## config.mk

```make
export PLATFORM = sky130hd
export DESIGN_NAME = apb_master_bridge
export DESIGN_NICKNAME = d
export VERILOG_FILES = /design/src/rtl/apb_pkg.sv /design/src/rtl/apb_addr_decode.sv /design/src/rtl/apb_master_bridge.sv
export SDC_FILE = /design/constraint.sdc
export NUM_CORES = 1
export LEC_CHECK = 0
export ABC_AREA = 1
export BUFFER_PORTS_ARGS = -buffer_cell sky130_fd_sc_hd__buf_2
export CAP_MARGIN = 40
export CORE_MARGIN = 1
export CORE_UTILIZATION = 43
export CTS_BUF_LIST = sky130_fd_sc_hd__clkbuf_4
export DETAILED_ROUTE_END_ITERATION = 12
export MAX_ROUTING_LAYER = met4
export PLACE_DENSITY = 0.82
export SYNTH_ARGS = -nofsm -noshare
export SYNTH_HDL_FRONTEND = slang
export SYNTH_SLANG_ARGS = --single-unit
```

## constraint.sdc

```tcl
create_clock -name PCLK -period 9.8 [get_ports PCLK]
set_clock_uncertainty 0.1 [all_clocks]
set_input_delay 1.96 -clock PCLK [delete_from_list [all_inputs] [get_ports PCLK]]
set_output_delay 1.96 -clock PCLK [all_outputs]
set_load 0.1 [all_outputs]
```

## src/rtl/apb_pkg.sv

```systemverilog
// Shared definitions for the APB master bridge and its address decoder.
// Holds the bridge FSM encoding, slot indices, address-map constants and
// the GPIO register addresses shared with the GPIO bench.
package apb_pkg;

  typedef enum logic [1:0] {
    IDLE   = 2'd0,
    SETUP  = 2'd1,
    ACCESS = 2'd2,
    DONE   = 2'd3
  } state_t;

  localparam int unsigned NUM_SLOTS     = 2;
  localparam int unsigned GPIO_SLOT     = 0;
  localparam int unsigned UART_SLOT     = 1;

  // Address map: bit 12 picks the slot, bits [ADDRWIDTH-1:13] must be zero.
  localparam int unsigned SLOT_SEL_BIT  = 12;
  localparam int unsigned DECODE_MSB_LO = 13;

  localparam logic [31:0] DATA_REGISTER_ADDRESS    = 32'h0000_0000;
  localparam logic [31:0] CONTROL_REGISTER_ADDRESS = 32'h0000_0001;

  // Reads never carry byte strobes on the bus.
  function automatic logic [3:0] apb_strobe(input logic write, input logic [3:0] strb);
    return write ? strb : 4'b0000;
  endfunction

endpackage

```

## src/rtl/apb_addr_decode.sv

```systemverilog
// Combinational address decoder for the APB slot map.
// Ports:
//   req_addr   in  byte address
//   slot       out one-hot slot select (bit0 = GPIO, bit1 = UART), 0 on error
//   decode_err out address falls outside the mapped window
module apb_addr_decode
  import apb_pkg::*;
#(
  parameter int unsigned ADDRWIDTH = 32
) (
  input  logic [ADDRWIDTH-1:0] req_addr,
  output logic [NUM_SLOTS-1:0] slot,
  output logic                 decode_err
);

  // Address shifted down to the slot-select bit; everything above bit 0 of
  // this value is the region that must be zero.
  logic [ADDRWIDTH-1:0] upper;

  assign upper = req_addr >> SLOT_SEL_BIT;

  // Decode error and one-hot slot select.
  always_comb begin
    decode_err       = |(upper >> (DECODE_MSB_LO - SLOT_SEL_BIT));
    slot             = '0;
    slot[GPIO_SLOT]  = !decode_err && !upper[0];
    slot[UART_SLOT]  = !decode_err &&  upper[0];
  end

endmodule

```

## src/rtl/apb_master_bridge.sv

```systemverilog
// Single-beat valid/ready request port to APB4 master for the GPIO and UART
// slaves. Decodes the slot, runs SETUP/ACCESS with wait states and an
// optional access timeout, and returns a one-cycle response pulse.
// Ports:
//   PCLK, PRESET                 clock, async active-high reset
//   req_valid/req_ready          request handshake (ready only in IDLE)
//   req_addr/write/wdata/strb    request payload
//   rsp_valid/rsp_rdata/rsp_err  one-cycle completion with data and error
//   PSEL/PENABLE/PWRITE/PADDR/PWDATA/PSTRB  APB master outputs
//   PRDATAx/PREADYx/PSLVERRx     per-slot APB slave returns
module apb_master_bridge
  import apb_pkg::*;
#(
  parameter int unsigned DATAWIDTH      = 32,
  parameter int unsigned ADDRWIDTH      = 32,
  parameter int unsigned TIMEOUT_CYCLES = 16
) (
  input  logic                 PCLK,
  input  logic                 PRESET,
  input  logic                 req_valid,
  output logic                 req_ready,
  input  logic [ADDRWIDTH-1:0] req_addr,
  input  logic                 req_write,
  input  logic [DATAWIDTH-1:0] req_wdata,
  input  logic [3:0]           req_strb,
  output logic                 rsp_valid,
  output logic [DATAWIDTH-1:0] rsp_rdata,
  output logic                 rsp_err,
  output logic [1:0]           PSEL,
  output logic                 PENABLE,
  output logic                 PWRITE,
  output logic [ADDRWIDTH-1:0] PADDR,
  output logic [DATAWIDTH-1:0] PWDATA,
  output logic [3:0]           PSTRB,
  input  logic [DATAWIDTH-1:0] PRDATA0,
  input  logic [DATAWIDTH-1:0] PRDATA1,
  input  logic                 PREADY0,
  input  logic                 PREADY1,
  input  logic                 PSLVERR0,
  input  logic                 PSLVERR1
);

  localparam int unsigned TCNT_W = (TIMEOUT_CYCLES == 0) ? 1 : $clog2(TIMEOUT_CYCLES + 1);

  state_t               state, state_nxt;
  logic [1:0]           psel_nxt;
  logic                 penable_nxt, pwrite_nxt;
  logic [ADDRWIDTH-1:0] paddr_nxt;
  logic [DATAWIDTH-1:0] pwdata_nxt;
  logic [3:0]           pstrb_nxt;
  logic                 rsp_valid_nxt, rsp_err_nxt;
  logic [DATAWIDTH-1:0] rsp_rdata_nxt;
  logic [TCNT_W-1:0]    tcnt, tcnt_nxt, tcnt_inc;
  logic                 timeout_hit;

  logic [1:0]           dec_slot;
  logic                 dec_err;
  logic                 sel_ready, sel_err;
  logic [DATAWIDTH-1:0] sel_rdata;

  apb_addr_decode #(.ADDRWIDTH(ADDRWIDTH)) u_addr_decode (
    .req_addr   (req_addr),
    .slot       (dec_slot),
    .decode_err (dec_err)
  );

  // Ready follows IDLE but is held low while reset is asserted.
  assign req_ready = (state == IDLE) && !PRESET;

  // Return-path mux: only the selected slot's signals are observed.
  always_comb begin
    if (PSEL[UART_SLOT]) begin
      sel_ready = PREADY1;
      sel_err   = PSLVERR1;
      sel_rdata = PRDATA1;
    end else begin
      sel_ready = PREADY0;
      sel_err   = PSLVERR0;
      sel_rdata = PRDATA0;
    end
  end

  assign tcnt_inc    = tcnt + TCNT_W'(1);
  assign timeout_hit = (TIMEOUT_CYCLES != 0) && (tcnt_inc == TCNT_W'(TIMEOUT_CYCLES));

  // Next-state and next-output logic.
  always_comb begin
    state_nxt     = state;
    psel_nxt      = 2'b00;
    penable_nxt   = 1'b0;
    pwrite_nxt    = PWRITE;
    paddr_nxt     = PADDR;
    pwdata_nxt    = PWDATA;
    pstrb_nxt     = PSTRB;
    rsp_valid_nxt = 1'b0;
    rsp_rdata_nxt = rsp_rdata;
    rsp_err_nxt   = rsp_err;
    tcnt_nxt      = tcnt;

    unique case (state)
      IDLE: begin
        if (req_valid) begin
          if (dec_err) begin
            // Bus stays untouched; complete straight away with an error.
            state_nxt     = DONE;
            rsp_valid_nxt = 1'b1;
            rsp_rdata_nxt = '0;
            rsp_err_nxt   = 1'b1;
          end else begin
            state_nxt  = SETUP;
            psel_nxt   = dec_slot;
            paddr_nxt  = req_addr;
            pwrite_nxt = req_write;
            pwdata_nxt = req_wdata;
            pstrb_nxt  = apb_strobe(req_write, req_strb);
          end
        end
      end
      SETUP: begin
        state_nxt   = ACCESS;
        psel_nxt    = PSEL;
        penable_nxt = 1'b1;
        tcnt_nxt    = '0;
      end
      ACCESS: begin
        if (sel_ready) begin
          // Ready wins over a timeout expiring in the same cycle.
          state_nxt     = DONE;
          rsp_valid_nxt = 1'b1;
          rsp_rdata_nxt = PWRITE ? '0 : sel_rdata;
          rsp_err_nxt   = sel_err;
        end else if (timeout_hit) begin
          state_nxt     = DONE;
          rsp_valid_nxt = 1'b1;
          rsp_rdata_nxt = '0;
          rsp_err_nxt   = 1'b1;
          tcnt_nxt      = tcnt_inc;
        end else begin
          psel_nxt    = PSEL;
          penable_nxt = 1'b1;
          tcnt_nxt    = tcnt_inc;
        end
      end
      DONE: begin
        state_nxt = IDLE;
      end
      default: begin
        state_nxt = IDLE;
      end
    endcase
  end

  // State and output registers.
  always_ff @(posedge PCLK or posedge PRESET) begin
    if (PRESET) begin
      state     <= IDLE;
      PSEL      <= 2'b00;
      PENABLE   <= 1'b0;
      PWRITE    <= 1'b0;
      PADDR     <= '0;
      PWDATA    <= '0;
      PSTRB     <= 4'b0000;
      rsp_valid <= 1'b0;
      rsp_rdata <= '0;
      rsp_err   <= 1'b0;
      tcnt      <= '0;
    end else begin
      state     <= state_nxt;
      PSEL      <= psel_nxt;
      PENABLE   <= penable_nxt;
      PWRITE    <= pwrite_nxt;
      PADDR     <= paddr_nxt;
      PWDATA    <= pwdata_nxt;
      PSTRB     <= pstrb_nxt;
      rsp_valid <= rsp_valid_nxt;
      rsp_rdata <= rsp_rdata_nxt;
      rsp_err   <= rsp_err_nxt;
      tcnt      <= tcnt_nxt;
    end
  end

endmodule
```

* Word-level counts from Yosys, hierarchy flattened *
Cells that the tools add are included.
Widths: inputs -> output; s select.

operators by class
  reductions and logical operators = 15
  bitwise gates (word level) = 2
  $add $sub $neg = 1
  equality and inequality tests = 8
  mux-type cells = 35

operators with widths
  cell                 number
  $mux 32              6
  $pmux 32 s2          1
  $reduce_or 19->1     1
  $mux 2               8
  $mux 1               12
  $pmux 5 s2           1
  $pmux 2 s4           1
  $ne 2x2->1 const B   3
  $pmux 1 s2           3
  $pmux 2 s3           1
  $reduce_and 2->1     3
  $add 5x1->5 const B  1
  $eq 5x5->1 const B   1
  $mux 5               1
  $eq 2x2->1 const B   2
  $mux 4               1
  $reduce_and 4->1     1
  $reduce_bool 2->1    2
  $logic_and 1x1->1    3
  $logic_not 1->1      3
  $ne 3x3->1 const B   1
  $reduce_and 3->1     1
  $eq 2x1->1 const B   1
  $logic_not 2->1      1
  $not 1->1            2

storage, ports and cells
  logic and storage cells = 72
  flip-flop bits (word level) = 113
  output and inout port bits = 107
  bits of input ports = 140

* Longest topological paths before layout *
Gate-level depths: netlist of run 1.

  depth in word-level cells = 6
  depth in mapped cells = 11

* Cells and area by module *
A second synthesis of run 1 with hierarchy kept.

unflattened totals
  cell total of the unflattened synthesis = 649
  area, all modules = 5,112.4 um^2

modules (own cells, without submodules)
  module             times used  seq. area each (um^2)  cells an instance  area each (um^2)
  apb_master_bridge  1           2,827.7                628                5,019.8
  apb_addr_decode    1           0.0                    21                 92.6

* Worst setup path before layout of run 1 *
OpenSTA, ideal clock, no wires.

  path kind = in2out
  start point = input port PRESET
  end point = output port req_ready
  slack = 4.527 ns
  path buffers = 0
  stages = 1
  data arrival time = 3.213 ns
  cell sequence = nor2_1

between the ends
  word-level cells in the longest chain between the ends = 2

RTL lines
  what                       RTL line                 source
  start, declared            apb_master_bridge.sv:19  input logic PRESET,
  $logic_not 1->1 (no line)  n/a
  $logic_and 1x1->1          apb_master_bridge.sv:68  assign req_ready = (state == IDLE) && !PRESET;
  end, declared              apb_master_bridge.sv:21  output logic req_ready,

Every way passes these cells.

* Worst setup path after layout of run 1 *
Ends and elaborated chain as after synthesis.

==> reports/summary.log, run 1 <==
qor: global_route.globalRoute.totalOverflow 0
qor: yosys.ys_warn_count 0
qor: yosys.dominantRegCellSynth dfrtp_1
qor: yosys.ys_ff_latch 113
qor: setup_path.critical_path.n_buffers_inverters 2
qor: cts.clock_tree.root_cell clkbuf_4
qor: sta.fin_worst_hold_slack 0.372 ns
qor: cts.numCtsBuffers 17
qor: sta.maxClockFrequency 0.213 GHz
qor: route.first_iter_violations 324
qor: cts.cts_hold_buffers 0
qor: setup_path.rr_startpoint state[0]$_DFFE_PP0P_
qor: yosys.synthTopCellsByArea dfrtp_1 (56%), nand2_1 (23%), nand3_1 (3.9%), a21oi_1 (3.3%), inv_1 (2.8%)
qor: placed_design.detailed_placement_hpwl 9600 um
qor: setup_path.rr_endpoint PWDATA[16]$_DFFE_PP0P_
qor: power.netSwitchingPower 409 uW
qor: cts.cts-resized-gates 0
qor: placed_design.placement.setup.worst_slack 5.12 ns
qor: min_path.worst_hold_path_class reg2reg
qor: yosys.synth.top_cell.area_share 56.3%
qor: sta.tns 0 ns
qor: power.internal_power 680 uW
qor: yosys.netlist-cell-type-count 23
qor: placed_design.finalWeightedCongestion 0.803
qor: route.routed_wirelength 13200 um
qor: cts.max-clock-path-buffers 2
qor: placed_design.port-buffer-count 246
qor: setup_path.crit_path_top_delay_cell buf_2
qor: floorplanning.die_y 110 um
qor: outcome.outcome finished clean
qor: route.drc_errors 0
qor: setup_path.startpoint PRESET
qor: setup_path.critPathArrivalTime 2.63 ns
qor: yosys.synth_cells 628
qor: setup_path.worstRegToRegCells 7
qor: setup_path.worstPathMaxFanout 2
qor: cts.clock_sink_count 113
qor: power.p_sw_share 37.5%
qor: setup_path.timing_worst_setup_path_type in2out
qor: job.max-cap-violations 0
qor: power.clockPowerShare 26.4%
qor: global_route.grt_antenna_before_repair 0
qor: route.routed_wire_length_per_instance 12.9 um
qor: global_route.grt_start_max_net_pins 62
qor: setup_path.setup.worst_path.end req_ready
qor: setup_path.critical_path_required 7.74 ns
qor: yosys.synth_async_reset_ratio 100%
qor: sta.tightestPinTransition 0.784 ns
qor: finish.finish.cell_count_without_fillers 1022
qor: route.via_count 4836
qor: route.detail_route.vias_per_cell 4.73
qor: route.antenna_left 0
qor: sta.timing_hold_violations_final 0
qor: floorplanning.fp.dieArea 0.0121 mm^2
qor: cts.htreeDepth 4
qor: sta.period_minus_slack 4.69 ns
qor: floorplanning.die_width 110 um
qor: floorplanning.core_area 0.0114 mm^2
qor: floorplanning.initial_core_util 44.0%
qor: setup_path.cp-start-kind input pin
qor: finish.nNetsFinal 1013
qor: sta.finalCritPeriodShare 47.8%
qor: placed_design.place_inst 992
qor: route.drt_pass1_iterations 4
qor: power.power_density_relative_to_cell_area 165 mW/mm^2
qor: global_route.grt_pass1_vias 4479
qor: cts.post-cts-setup-buffers 0
qor: cts.clk-insertion-delay-late 0.49 ns
qor: yosys.synth_edf_count 0
qor: floorplanning.placementRows 39
qor: cts.clock_tree_from_tritoncts yes
qor: power.cellLeakagePower 4.01 nW
qor: setup_path.critical_path.endpoint_type primary output
qor: power.sequentialPowerShare 45.6%
qor: sta.maxSlewHeadroom 47.7%
qor: finish.post-route-util 57.9%
qor: yosys.mappedNetlistNets 773
qor: power.irDropWorstVdd 0.0862 mV
qor: cts.clkTransAtPathRegs 0.09 ns
qor: yosys.syn-mean-instance-area 8.00 um^2
qor: setup_path.timing.critical_path.mode_cell buf_2
qor: setup_path.crit_path_max_incr_delay 0.43 ns
qor: sta.report.final.setup_viol 0
qor: global_route.gr-usage-all-layers 23.0%
qor: global_route.grt_first_pass_wirelength 20500 um
qor: floorplanning.i_o_pins 247
qor: yosys.yosys.area.top_type dfrtp_1
qor: yosys.mappedNetlistArea 0.00502 mm^2
qor: sta.grt_setup_unrepaired no
qor: setup_path.worstSetupPathDepth 3
qor: setup_path.r2r_setup_slack 7.20 ns
qor: finish.drive_above_1_share 32.8%
qor: setup_path.worstPathCellList buf_2 > nor2_1 > buf_2
qor: power.p_comb_share 28.0%
qor: sta.final_slew_viol_count 0
qor: setup_path.crit_family buffers and inverters
qor: sta.fin_ws 5.11 ns
qor: yosys.fraction_of_the_yosys_area_taken_by_sequential_cells 56.3%
qor: finish.flow.area_growth_from_synthesis 31.6%
qor: finish.final_antenna_diode_count 0
## Yosys cell counts (2+ instances only)
| library cell | count |
|---|---|
| clkbuf_1 | 14 |
| a21oi_1 | 33 |
| buf_6 | 3 |
| nor2_1 | 34 |
| buf_2 | 12 |
| buf_4 | 3 |
| o21ai_0 | 16 |
| nand4_1 | 4 |
| nand2_1 | 304 |
| dfrtp_1 | 113 |
| inv_2 | 2 |
| nand3_1 | 39 |
| inv_1 | 37 |
| ha_1 | 5 |
## worst min path at each step
| stage | from | to | slack, ns | cells past startpoint |
|---|---|---|---|---|
| after floorplan | state[0]$_DFFE_PP0P_ | state[0]$_DFFE_PP0P_ | 0.38 | 2 |
| after global placement | rsp_rdata[30]$_DFFE_PP0P_ | rsp_rdata[30]$_DFFE_PP0P_ | 0.35 | 2 |
| after detailed placement | rsp_rdata[29]$_DFFE_PP0P_ | rsp_rdata[29]$_DFFE_PP0P_ | 0.35 | 2 |
| after CTS | rsp_rdata[20]$_DFFE_PP0P_ | rsp_rdata[20]$_DFFE_PP0P_ | 0.38 | 2 |
| after global routing | rsp_rdata[22]$_DFFE_PP0P_ | rsp_rdata[22]$_DFFE_PP0P_ | 0.39 | 2 |
| final | rsp_rdata[29]$_DFFE_PP0P_ | rsp_rdata[29]$_DFFE_PP0P_ | 0.37 | 2 |
## final cells by class
class	instances	area, um^2
Inverter	39	149
Multi-Input combinational cell	444	1890
Fill cell	1100	4810
Sequential cell	113	2830
Tap cell	143	179
Clock buffer	17	128
Clock inverter	13	98.8
Timing Repair Buffer	253	1340
## placed cells by master (no fill, tap or decap), drive strengths merged, types with 5 or more instances in the layout
master  count
nor2       35
clkinv      8
nand3      40
a21oi      34
ha          5
inv        39
o21ai      16
nand2     305
buf       253
clkbuf     17
dfrtp     113
## metrics by stage
stage	area, um^2	power [mW]
floorplan	5020	0.734
global placement	6310	0.796
detailed placement	6380	0.813
CTS	6610	1.10
global route	6610	1.16
finish	6610	1.09
## per-layer routing
metal  track usage, %  part of all wire [%]
met5                -                     0
met4             11.0                   3.1
met3             6.41                   6.5
met2             37.1                    48
met1             26.5                    42
## logic make-up (layout without fill, tap and decap cells)
family                   Yosys count  count (layout)  synth area share (%)
multiplexers                       1               1                 0.199
AO/OA/AOI/OAI                     52              52                  5.48
buffers and inverters             71             322                  6.28
flip-flops                       113             113                  56.3
adder cells (fa/ha/maj)            5               5                  1.25
AND/OR/NAND/NOR                  386             386                  30.5
## flip-flops by register name, indices dropped and copies added (netlist names)
signal,cells
PWDATA,32
tcnt,5
PENABLE,1
rsp_rdata,32
PADDR,32
rsp_valid,1
PSEL,2
PSTRB,4
PWRITE,1
state,2
rsp_err,1
## tightest hold or removal path, delay by kind of cell (launching register included)
kind | cells | cell delay, ns
simple gates | 2 | 0.10
flops | 1 | 0.35
## power groups by stage
stage                     combinational (mW)  clock (mW)  sequential [mW]
final                                  0.305       0.288            0.496
after global routing                   0.336       0.325            0.498
after CTS                              0.309       0.299            0.496
after detailed placement               0.308           0            0.505
after global placement                 0.291           0            0.504
after floorplan                        0.192           0            0.542
Power figures use the tool's default switching activity.
==> run 2: changes to the inputs <==
==> constraint.sdc (replaced) <==
create_clock -name PCLK -period 4.9 [get_ports PCLK]
set_clock_uncertainty 0.1 [all_clocks]
set_input_delay 0.98 -clock PCLK [delete_from_list [all_inputs] [get_ports PCLK]]
set_output_delay 0.98 -clock PCLK [all_outputs]
set_load 0.1 [all_outputs]
==> run 2 against run 1 <==
Hold slack gained 0.0055 ns. Via count grew 0.25%. First-iteration DRC count grew 0.93%. Routed wire length grew 2.0%. Worst setup slack lost 3.3 ns. Power grew 120%. Clock-buffer cell count is the same. Sequential power grew 100%. Non-clock buffer count grew 1. Core utilization grew 1.2 points.
==> reports/summary.log, run 2 (synthesis gave the netlist of run 1 again) <==
qor: outcome.outcome finished clean
qor: sta.maxClockFrequency 0.321 GHz
qor: setup_path.timing.critical_path.mode_cell inv_1
qor: sta.report.final.setup_viol 0 [unchanged]
qor: finish.post-route-util 59.1% [+1.2 points]
qor: route.route.met2.wl 6660 um [+4.2%]
qor: route.routed_wire_length_per_instance 13.2 um [+1.8%]
qor: cts.cts_hold_buffers 0 [unchanged]
qor: setup_path.crit_path_top_delay_cell buf_2
qor: route.detail_route.vias_per_cell 4.73 [about the same]
qor: route.dr_wl_met3 740 um [-14%]
qor: global_route.grt_pass1_vias 4573 [+2.1%]
qor: route.drt_pass1_iterations 4 [unchanged]
qor: setup_path.critical_path_required 3.82 ns [-3.92 ns]
qor: floorplanning.initial_core_util 44.0% [unchanged]
qor: cts.clk-insertion-delay-late 0.49 ns [about the same]
qor: route.drc_errors 0 [unchanged]
qor: cts.post-cts-setup-buffers 0 [unchanged]
qor: finish.drive_above_1_share 33.4% [+0.61 points]
qor: cts.clkTransAtPathRegs 0.12 ns [+0.03 ns]
qor: sta.period_minus_slack 3.11 ns
qor: setup_path.crit_path_max_incr_delay 0.43 ns [about the same]
qor: min_path.worst_hold_path_class reg2reg
qor: cts.htreeDepth 4 [unchanged]
qor: setup_path.startpoint state[1]$_DFFE_PP0P_
qor: route.via_count 4848 [+0.25%]
qor: sta.fin_ws 1.79 ns [-3.33 ns]
qor: setup_path.critical_path.endpoint_type primary output
qor: cts.clock_tree.root_cell clkbuf_4
qor: job.max-cap-violations 0 [unchanged]
qor: power.power_density_relative_to_cell_area 363 mW/mm^2 [+120%]
qor: global_route.grt_antenna_before_repair 0 [unchanged]
qor: placed_design.detailed_placement_hpwl 9780 um [+1.8%]
qor: floorplanning.die_y 110 um [unchanged]
qor: setup_path.cp-start-kind flip-flop
qor: min_path.hold_path.startpoint rsp_rdata[2]$_DFFE_PP0P_
qor: placed_design.finalWeightedCongestion 0.833 [+3.7%]
qor: global_route.globalRoute.totalOverflow 0 [unchanged]
qor: cts.cts-resized-gates 0 [unchanged]
qor: setup_path.rr_startpoint PSEL[1]$_DFFE_PP0P_
qor: floorplanning.core_area 0.0114 mm^2 [unchanged]
qor: finish.final_antenna_diode_count 0 [unchanged]
qor: setup_path.critPathArrivalTime 2.03 ns [-0.60 ns]
qor: setup_path.worstPathMaxFanout 8 [+6]
qor: sta.finalCritPeriodShare 63.6%
qor: power.cellLeakagePower 4.09 nW [+1.9%]
qor: sta.tns 0 ns [unchanged]
qor: floorplanning.placementRows 39 [unchanged]
qor: cts.max-clock-path-buffers 2 [unchanged]
qor: floorplanning.die_width 110 um [unchanged]
qor: finish.flow.area_growth_from_synthesis 34.4%
qor: finish.final.fill_count 1087 [-1.2%]
qor: floorplanning.fp.dieArea 0.0121 mm^2 [unchanged]
qor: sta.final_slew_viol_count 0 [unchanged]
qor: route.first_iter_violations 327 [+0.93%]
qor: cts.numCtsBuffers 17 [unchanged]
qor: cts.clock_sink_count 113 [unchanged]
qor: placed_design.port-buffer-count 246 [unchanged]
qor: global_route.gr-usage-all-layers 23.5% [+0.53 points]
qor: route.topRoutingLayerUsed met4
qor: floorplanning.i_o_pins 247 [unchanged]
qor: setup_path.timing_worst_setup_path_type reg2out
qor: sta.tightestPinTransition 0.695 ns [-0.0890 ns]
qor: sta.grt_setup_unrepaired no
qor: global_route.grt_start_max_net_pins 67 [+8.1%]
qor: finish.nNetsFinal 1014 [+0.099%]
qor: sta.timing_hold_violations_final 0 [unchanged]
qor: global_route.grt_first_pass_wirelength 21000 um [+2.4%]
qor: route.met1Wirelength 5820 um [+4.9%]
qor: finish.top_regs PADDR: 32 flops, PWDATA: 32 flops, rsp_rdata: 32 flops
qor: placed_design.placement.setup.worst_slack 2.06 ns [-3.06 ns]
qor: finish.layout.cells.most_common nand2_1
qor: route.routed_wirelength 13500 um [+2.0%]
qor: route.antenna_left 0 [unchanged]
qor: sta.maxSlewHeadroom 53.6% [+5.9 points]
qor: power.irDropWorstVdd 0.187 mV [+120%]
qor: setup_path.worstPathCellList inv_1 > ha_1 > inv_1 > nor2_1 > buf_2
qor: finish.mostFrequentLayoutCells nand2_1 (304), buf_2 (246), dfrtp_1 (113)
qor: cts.clock_tree_from_tritoncts yes
## run 2: layout make-up
cell class | count | area (um^2) | share of cell area [%]
clock buffers | 17 | 128 | 1.89
clock inverters | 14 | 230 | 3.41
inverters | 39 | 149 | 2.21
flip-flops and latches | 113 | 2830 | 41.9
repair buffers | 254 | 1340 | 19.9
well taps | 143 | 179 | 2.65
multi-input cells | 444 | 1890 | 28.0
## run 2: critical path, delay by kind of cell (launching register included)
kind | cells | cell delay [ns]
fa+ha+maj | 1 | 0.31
buf+inv | 3 | 0.73
flops | 1 | 0.40
simple gates | 1 | 0.12
## run 2: per-stage QoR
stage / area (um^2) / total power, mW / cells / hold WS (ns)
2_1_floorplan: 5020 / 1.47 / 628 / 0.377
3_3_place_gp: 6310 / 1.60 / 990 / 0.350
3_5_place_dp: 6390 / 1.62 / 993 / 0.353
4_1_cts: 6750 / 2.48 / 1024 / 0.379
5_1_grt: 6750 / 2.59 / 1024 / 0.399
6_report: 6750 / 2.45 / 1024 / 0.377
## run 2: path summary, 6_finish.rpt
path,end,slack [ns],cells past startpoint
max in group asynchronous,PADDR[12]$_DFFE_PP0P_,3.31,3
hold reg to reg,rsp_rdata[2]$_DFFE_PP0P_,0.38,2
setup reg to reg,rsp_rdata[28]$_DFFE_PP0P_,2.58,10
setup / recovery,req_ready,1.79,5
min in group asynchronous,PADDR[2]$_DFFE_PP0P_,0.50,2
hold / removal,rsp_rdata[2]$_DFFE_PP0P_,0.38,2
## run 2: report_power, final
part / switching, mW / total [mW] / leakage, nW / internal [mW]
registers: 0.0270 / 0.992 / 1.46 / 0.965
clock network: 0.386 / 0.850 / 0.185 / 0.464
logic: 0.446 / 0.605 / 2.44 / 0.159
total: 0.859 / 2.45 / 4.09 / 1.59
## run 2: routing by layer
| layer | vias to the layer above | track usage (%) |
|---|---|---|
| li1 | 2432 | - |
| met1 | 2211 | 29.3 |
| met2 | 185 | 38.3 |
| met3 | 20 | 4.17 |
| met4 | 0 | 8.76 |
| met5 | - | - |
==> run 3: changes to the inputs <==
--- a/config.mk
+++ b/config.mk
@@ -13,7 +13,7 @@
 export CTS_BUF_LIST = sky130_fd_sc_hd__clkbuf_4
 export DETAILED_ROUTE_END_ITERATION = 12
 export MAX_ROUTING_LAYER = met4
-export PLACE_DENSITY = 0.82
+export PLACE_DENSITY = 0.85
 export SYNTH_ARGS = -nofsm -noshare
 export SYNTH_HDL_FRONTEND = slang
 export SYNTH_SLANG_ARGS = --single-unit
==> constraint.sdc (replaced) <==
create_clock -name PCLK -period 2.65 [get_ports PCLK]
set_clock_uncertainty 0.1 [all_clocks]
set_input_delay 0.53 -clock PCLK [delete_from_list [all_inputs] [get_ports PCLK]]
set_output_delay 0.53 -clock PCLK [all_outputs]
set_load 0.1 [all_outputs]
==> run 3 against run 2 <==
Sequential power up 85%. Non-clock buffer count rose by 4. Critical path depth did not move. Largest power group unchanged. Sequential share of layout area rose by 0.093 points. Hold slack worse by 0.27 ns. First-iteration DRC count is 13% higher. Global-route usage fell by 0.68 points.
==> reports/summary.log, run 3 (synthesis gave the netlist of run 1 again) <==
qor: route.drt_pass1_iterations 5 [+1]
qor: route.routed_wirelength 13200 um [-1.8%]
qor: floorplanning.die_width 110 um [unchanged]
qor: setup_path.r2r_setup_slack 0.50 ns [-2.08 ns]
qor: route.drc_errors 0 [unchanged]
qor: floorplanning.fp.dieArea 0.0121 mm^2 [unchanged]
qor: floorplanning.placementRows 39 [unchanged]
qor: min_path.hold_path.startpoint req_wdata[24]
qor: floorplanning.i_o_pins 247 [unchanged]
qor: setup_path.setup.worst_path.end req_ready
qor: sta.maxSlewHeadroom 59.5% [+5.9 points]
qor: cts.numCtsBuffers 17 [unchanged]
qor: route.detail_route.vias_per_cell 4.75 [+0.24%]
qor: setup_path.worstSetupPathDepth 5 [unchanged]
qor: power.irDropWorstVdd 0.392 mV [+110%]
qor: sta.tightestPinTransition 0.607 ns [-0.0881 ns]
qor: sta.tns 0 ns [unchanged]
qor: setup_path.crit_path_top_delay_cell dfrtp_1
qor: cts.clock_tree.root_cell clkbuf_4
qor: setup_path.worstRegToRegCells 10 [unchanged]
qor: min_path.worst_hold_path_class in2reg
qor: sta.grt_setup_unrepaired no
qor: setup_path.critical_path.endpoint_type primary output
qor: sta.report.final.setup_viol 0 [unchanged]
qor: floorplanning.core_area 0.0114 mm^2 [unchanged]
qor: placed_design.detailed_placement_hpwl 9510 um [-2.7%]
qor: cts.htreeDepth 4 [unchanged]
qor: power.cellLeakagePower 4.08 nW [-0.31%]
qor: setup_path.cp-start-kind flip-flop
qor: sta.timing_hold_violations_final 0 [unchanged]
qor: global_route.grt_start_max_net_pins 114 [+70%]
qor: route.via_count 4888 [+0.83%]
qor: setup_path.critical_path_required 2.02 ns [-1.80 ns]
qor: setup_path.critPathArrivalTime 1.81 ns [-0.22 ns]
qor: floorplanning.initial_core_util 44.0% [unchanged]
qor: finish.mostFrequentLayoutCells nand2_1 (304), buf_2 (245), dfrtp_1 (113)
qor: global_route.grt_antenna_before_repair 1 [+1]
qor: setup_path.rr_startpoint tcnt[0]$_DFFE_PP0P_
qor: job.max-cap-violations 0 [unchanged]
qor: route.routed_wire_length_per_instance 12.9 um [-2.3%]
qor: finish.top_regs PADDR: 32 flops, PWDATA: 32 flops, rsp_rdata: 32 flops
qor: sta.period_minus_slack 2.44 ns
qor: finish.flow.area_growth_from_synthesis 34.1%
qor: setup_path.crit_family buffers and inverters
qor: route.antenna_left 0 [unchanged]
qor: setup_path.timing.critical_path.mode_cell inv_1
qor: global_route.grt_first_pass_wirelength 20400 um [-2.6%]
qor: setup_path.startpoint state[0]$_DFFE_PP0P_
qor: setup_path.timing_worst_setup_path_type reg2out
qor: route.first_iter_violations 369 [+13%]
qor: global_route.gr-usage-all-layers 22.8% [-0.68 points]
qor: sta.fin_worst_hold_slack 0.104 ns [-0.274 ns]
qor: setup_path.worstPathCellList inv_1 > ha_2 > inv_1 > nor2_2 > buf_6
qor: setup_path.critical_path.n_buffers_inverters 3 [unchanged]
qor: sta.final_slew_viol_count 0 [unchanged]
qor: floorplanning.die_y 110 um [unchanged]
qor: cts.clk-insertion-delay-late 0.50 ns [about the same]
qor: setup_path.rr_endpoint rsp_rdata[23]$_DFFE_PP0P_
qor: placed_design.finalWeightedCongestion 0.900 [+8.0%]
qor: finish.layout.cells.most_common nand2_1
qor: cts.max-clock-path-buffers 2 [unchanged]
qor: setup_path.worstPathMaxFanout 8 [unchanged]
qor: outcome.outcome finished clean
qor: global_route.grt_pass1_vias 4415 [-3.5%]
qor: finish.nNetsFinal 1018 [+0.39%]
qor: setup_path.crit_path_max_incr_delay 0.42 ns [about the same]
qor: sta.finalCritPeriodShare 92.0%
qor: global_route.globalRoute.totalOverflow 0 [unchanged]
qor: placed_design.port-buffer-count 246 [unchanged]
qor: power.power_density_relative_to_cell_area 662 mW/mm^2 [+82%]
qor: cts.clock_sink_count 113 [unchanged]
qor: cts.clkTransAtPathRegs 0.12 ns [about the same]
qor: finish.drive_above_1_share 34.0% [+0.60 points]
qor: sta.maxClockFrequency 0.410 GHz
qor: cts.post-cts-setup-buffers 0 [unchanged]
qor: cts.clock_tree_from_tritoncts yes
==> run 3: repair_timing <==
item,in CTS,in global routing
hold buffers,0,0
endpoints found under the setup margin,1,1
resized for setup,1,2
==> run 3: how the worst min path moves through the flow <==
stage / end / cells after the start / slack [ns]
floorplan: state[0]$_DFFE_PP0P_ / 2 / 0.38
detailed placement: rsp_rdata[5]$_DFFE_PP0P_ / 2 / 0.35
CTS: PWDATA[24]$_DFFE_PP0P_ / 3 / 0.04
global route: PWDATA[23]$_DFFE_PP0P_ / 3 / 0.06
finish: PWDATA[24]$_DFFE_PP0P_ / 3 / 0.10
global placement: rsp_rdata[27]$_DFFE_PP0P_ / 2 / 0.35
==> run 3: cell type report <==
type | instances | area, um^2
multi-input combinational | 444 | 1900
clock inverter | 14 | 203
sequential | 113 | 2830
inverter | 39 | 150
antenna | 1 | 2.50
timing repair buffer | 258 | 1340
tap | 143 | 179
clock buffer | 18 | 135
fill | 1045 | 4690
==> run 3: power breakdown <==
part	total (mW)	internal [mW]	switching, mW	leakage, nW
clock network	1.48	0.776	0.706	0.178
registers	1.84	1.78	0.0541	1.46
logic	1.13	0.300	0.833	2.43
==> run 3: through the flow <==
stage               cells  utilization, %  setup WS, ns  cell area (um^2)  power, mW
detailed placement    997            55.9         0.434              6380       2.98
global route         1030            59.0        0.0363              6730       4.70
finish               1030            59.0         0.213              6730       4.45
global placement      997            55.9         0.518              6380       2.96
CTS                  1029            58.9        0.0214              6720       4.49
floorplan             628               -         0.303              5030       2.72
==> run 3: tightest hold or removal path, delay by kind of cell <==
kind | cells | cell delay (ns)
simple gates | 2 | 0.08
buf+inv | 1 | 0.07
==> run 3: metal layers <==
layer	global-route usage (%)	wire, um	vias to the layer above
met5	-	0	-
met4	11.9	372	0
met3	4.76	780	30
met2	36.0	6490	208
met1	27.6	5600	2207
li1	-	-	2443
